<file path="config.mk">
export PLATFORM = sky130hd
export DESIGN_NAME = reg_loader
export DESIGN_NICKNAME = d
export VERILOG_FILES = /design/src/rtl/reg_loader_pkg.sv /design/src/rtl/reg_loader.sv
export SDC_FILE = /design/constraint.sdc
export NUM_CORES = 1
export LEC_CHECK = 0
export CAP_MARGIN = 15
export CORE_MARGIN = 2
export CORE_UTILIZATION = 47
export CTS_BUF_LIST = sky130_fd_sc_hd__clkbuf_4
export CTS_CLUSTER_SIZE = 30
export DETAILED_ROUTE_END_ITERATION = 6
export PLACE_DENSITY = 0.78
export SLEW_MARGIN = 20
export SYNTH_ARGS = -nofsm -noshare
export SYNTH_HDL_FRONTEND = slang
export SYNTH_SLANG_ARGS = --single-unit
</file>
<file path="constraint.sdc">
create_clock -name clock -period 1.5 [get_ports clock]
set_input_delay 0.3 -clock clock [delete_from_list [all_inputs] [get_ports clock]]
set_output_delay 0.3 -clock clock [all_outputs]
set_load 0.01 [all_outputs]
</file>
<file path="src/rtl/reg_loader_pkg.sv">
// reg_loader_pkg: shared types and constants for the byte-stream register loader.
// Frame layout: header (address in [6:0], parity in [7]), data high byte, data low byte.
package reg_loader_pkg;

  typedef enum logic [1:0] {
    HDR = 2'd0,
    HI  = 2'd1,
    LO  = 2'd2,
    WR  = 2'd3
  } state_t;

  localparam int ADDR_LSB  = 0;
  localparam int ADDR_MSB  = 6;
  localparam int PAR_BIT   = 7;
  localparam int FRAME_LEN = 3;

  // Even-parity check over a whole frame: returns 1 when the bit count is odd.
  function automatic logic parity24(input logic [23:0] bits);
    return ^bits;
  endfunction

endpackage

</file>
<file path="src/rtl/reg_loader.sv">
// reg_loader: collects 3-byte frames from a valid/ready byte stream and issues a
// single registered write to a register file. Frames addressing a register
// beyond NUM_REGS are consumed and reported with a one-cycle err pulse.
// Optional feature macro: REG_LOADER_PARITY_EN (frame must have even parity).
module reg_loader
  import reg_loader_pkg::*;
#(
  parameter int NUM_REGS = 2,
  parameter int ADDR_W   = 1
) (
  input  logic              clock,
  input  logic              reset,
  input  logic              s_valid,
  input  logic [7:0]        s_data,
  output logic              s_ready,
  output logic              w_en,
  output logic [ADDR_W-1:0] w_addr,
  output logic [15:0]       w_data,
  output logic              busy,
  output logic              err
);

  // Address limit held in 8 bits so that NUM_REGS = 128 still compares correctly.
  localparam logic [7:0] ADDR_LIMIT = 8'(NUM_REGS);

  state_t                       state;
  logic [ADDR_MSB-ADDR_LSB:0]   hdr_addr;
  logic [7:0]                   hi_byte;
  logic                         addr_ok;
  logic                         frame_ok;

  // Handshake and activity flags come straight from the state register.
  assign s_ready = (state != WR);
  assign busy    = (state != HDR);

  assign addr_ok = ({1'b0, hdr_addr} < ADDR_LIMIT);

`ifdef REG_LOADER_PARITY_EN
  logic hdr_par;

  // Keep the header parity bit so the whole frame can be checked with the low byte.
  always_ff @(posedge clock or posedge reset) begin
    if (reset) begin
      hdr_par <= 1'b0;
    end else if (state == HDR && s_valid) begin
      hdr_par <= s_data[PAR_BIT];
    end
  end

  assign frame_ok = addr_ok && !parity24({hdr_par, hdr_addr, hi_byte, s_data});
`else
  assign frame_ok = addr_ok;
`endif

  // Frame FSM with registered write-port and error outputs.
  always_ff @(posedge clock or posedge reset) begin
    if (reset) begin
      state    <= HDR;
      hdr_addr <= '0;
      hi_byte  <= '0;
      w_en     <= 1'b0;
      w_addr   <= '0;
      w_data   <= '0;
      err      <= 1'b0;
    end else begin
      w_en <= 1'b0;
      err  <= 1'b0;
      unique case (state)
        HDR: begin
          if (s_valid) begin
            hdr_addr <= s_data[ADDR_MSB:ADDR_LSB];
            state    <= HI;
          end
        end
        HI: begin
          if (s_valid) begin
            hi_byte <= s_data;
            state   <= LO;
          end
        end
        LO: begin
          if (s_valid) begin
            state <= WR;
            if (frame_ok) begin
              w_en   <= 1'b1;
              w_addr <= hdr_addr[ADDR_W-1:0];
              w_data <= {hi_byte, s_data};
            end else begin
              err <= 1'b1;
            end
          end
        end
        WR: begin
          state <= HDR;
        end
        default: begin
          state <= HDR;
        end
      endcase
    end
  end

endmodule

</file>
==> results of run 1 <==
[report_power, final]
part	switching (mW)	internal [mW]	total (mW)
clock network	0.318	0.197	0.514
registers	0.268	1.41	1.67
logic	0.704	1.09	1.80
total	1.29	2.70	3.99
[placed cells by master (no fill, tap or decap), types with 2 or more instances in the layout]
cell	n
buf_12	2
dfrtp_1	36
inv_1	4
ha_4	4
clkbuf_4	6
dlygate4sd2_1	19
mux2_2	22
buf_4	9
inv_2	2
a211oi_1	2
nor2_1	4
clkdlybuf4s50_1	10
nand2_2	2
buf_6	8
mux2_4	10
[what timing repair did]
| action | in CTS | in global routing |
|---|---|---|
| pin swaps | 0 | 3 |
| buffers inserted | 4 | 1 |
| endpoints found under the setup margin | 38 | 33 |
| cloned | 1 | 0 |
| gates resized for setup | 39 | 16 |
[per-stage QoR]
stage          cell area (µm²)  TNS [ns]  power (mW)
2_1_floorplan             1490    -0.206        2.47
3_3_place_gp              1960     -1.78        3.21
3_5_place_dp              1960     -2.53        3.30
4_1_cts                   2070     -1.17        3.81
5_1_grt                   2140     -3.09        4.25
6_report                  2140    -0.970        3.99
[final timing paths]
path	cells after the start	slack (ns)	end	startpoint
setup / recovery	4	-0.09	w_data[3]	hdr_addr[4]
hold / removal	3	0.26	err	reset
setup reg to reg	4	-0.09	w_data[3]	hdr_addr[4]
hold reg to reg	1	0.51	w_data[13]	hi_byte[5]
max in group asynchronous	3	0.88	w_data[2]	reset
min in group clock	1	0.51	w_data[13]	hi_byte[5]
[critical path: cells and delay by family (launching register included)]
| kind | cells | cell delay (ns) |
|---|---|---|
| simple gates | 2 | 0.54 |
| mux | 1 | 0.29 |
| flops | 1 | 0.43 |
| buf+inv | 1 | 0.21 |
[synthesized netlist by cell type]
master     n
nor2_1     4
nand4_4    1
nand2_1    2
clkbuf_1   1
nor4_4     1
buf_6      1
ha_1       5
a211oi_1   2
mux2_2    23
a21oi_1    1
mux2_4     9
nor3_1     1
dfrtp_1   36
inv_1      8
[cell type report]
class                   count  share of cell area
flip-flops and latches     36               0.420
inverters                   8              0.0175
clock inverters             2             0.00525
repair buffers             49               0.228
well taps                  44              0.0257
clock buffers               6              0.0210
multi-input cells          49               0.282
[kinds of logic after synthesis]
kind of cell,after synthesis,share of synthesized area
adder cells (fa/ha/maj),5,0.0419
flip-flops,36,0.604
AND/OR/NAND/NOR,9,0.0469
buffers and inverters,10,0.0302
multiplexers,32,0.264
AO/OA/AOI/OAI,3,0.0134
[sequential cells by signal, summed over array words and instances (netlist names)]
register,flops
err,1
hdr_addr,7
hi_byte,8
state,2
w_addr,1
w_data,16
w_en,1
[routing by layer]
layer  global-route usage  vias up  part of all wire
met2                0.292       28              0.48
li1                     -      431                 -
met4               0.0921        0             0.013
met5                    0        -                 0
met3               0.0618        4             0.051
met1                0.237      487              0.46
==> impl_results.md, run 1 <==
- Status: finished with violations
- Failing checks: negative setup slack
- Hold Buf Count CTS: 0
- 1st-pass router iterations: 4
- Area delta synth->final: 43.7%
- Overflow after GRT: 0
- # nets final: between 150 and 200
- Worst EP required: 1.72 ns
- Die Wd: 60.4 µm
- Mapped Cells: 95
- Hold Vio Cnt, Final: 0
- CTS tree: built
- Core region area: approximately 3000 µm²
- CP endpoint kind: flop
- Buffers on Ports: 31
- Largest net degree at the start of global routing: 28
- H-tree depth: 2
- CP startpoint kind: flop
- Top cell type's share of synthesized area: 0.604
- Worst Skew: 0.0151 ns
- Ordered cell list for the critical path: nor4_4, nand4_4, clkbuf_16, mux2_4
- Rows: 20
- Ant. Diodes: 0
- DIE AREA: 3640 µm²
- Final Cycle Share: 1.06
- CTS clock-pin slew for the worst setup and hold paths: ~0.12 ns
- CTS Sinks: 36
- Yosys reg bits: 36
- CP max stage delay: between 0.4 and 0.5 ns
- Die H: 60.4 µm
- Minimum clock period: 1.59 ns
- Num ports: 32
- Post-place setup slack: -0.119 ns
- CP arrival: 1.81 ns
- Layout cell share with drive strength beyond 1: 0.473
- Synth area leaders: dfrtp_1 60%, mux2_2 17%, mux2_4 9.1%
- Critical path class: flop to flop
- CP max FO: 9
- Fill cell count: 203
- Post-route non-filler standard cell count: 194
- RSZ-0062 raised after global routing: yes
- Static Leak: roughly 1.1 nW
- Cell area after synthesis: 1490 µm²
- CTS max path bufs: 2
- Initial drt markers: 12
- Drt total wl: just under 3000 µm
- Cell taking the most area after synthesis: dfrtp_1
- Hold_ws: 0.262 ns
- Vias per Instance: 4.90
- Worst ir drop on vdd: 1050 µV
- Tot GR Track Use: 0.188
- Post-DP HPWL: 1890 µm
- Via count: 950
- Final setup viols: 25
- Hold Path Class: input pin to async pin
- Post-synth cell types: 14
- First-pass GRT wire length: 4840 µm
- Num CTS Buffers: 5
- Slew @ Worst Pin: between 0.3 and 0.4 ns
- Synth warn: 0
- # placed instances: 180
- PD cells: between 1500 and 2000 nW/µm²
- Syn Nets: 111
- Maxcap violations: 0
- Initial core utilization: 0.493
- Area taken by multi-input logic gates: between 600 and 700 µm²
- Final ANT Viol Nets: 0
- GPL Wtd Cong: 0.806
- Seq. cell area: 901 µm²
- CP max stage cell: dfrtp_1
- Max Slew Vio Count: 0
- Antenna violations before repair: 0
- Syn avg cell area: about 16 µm²
- Final Util: 0.708
- DRC viols: 0
- Achievable frequency: between 0.6 and 0.7 GHz
- Seq/Total Area, Yosys: 0.604
- Wire per inst: 15.1 µm
- Clk root buf: clkbuf_4
- Slew headroom: 0.768
- Fin worst setup slack: -0.0862 ns
- Worst skew pair latency: 0.34 ns
- Vias in the first global route: slightly above 1000
Note: power is estimated with default switching activity, not from simulation.
==> run 2, diff against run 1 <==
SLEW_MARGIN = 15   (was 20)
==> results of run 2 <==
Same layout as run 1: the final DEF is identical, and so are final timing and power.
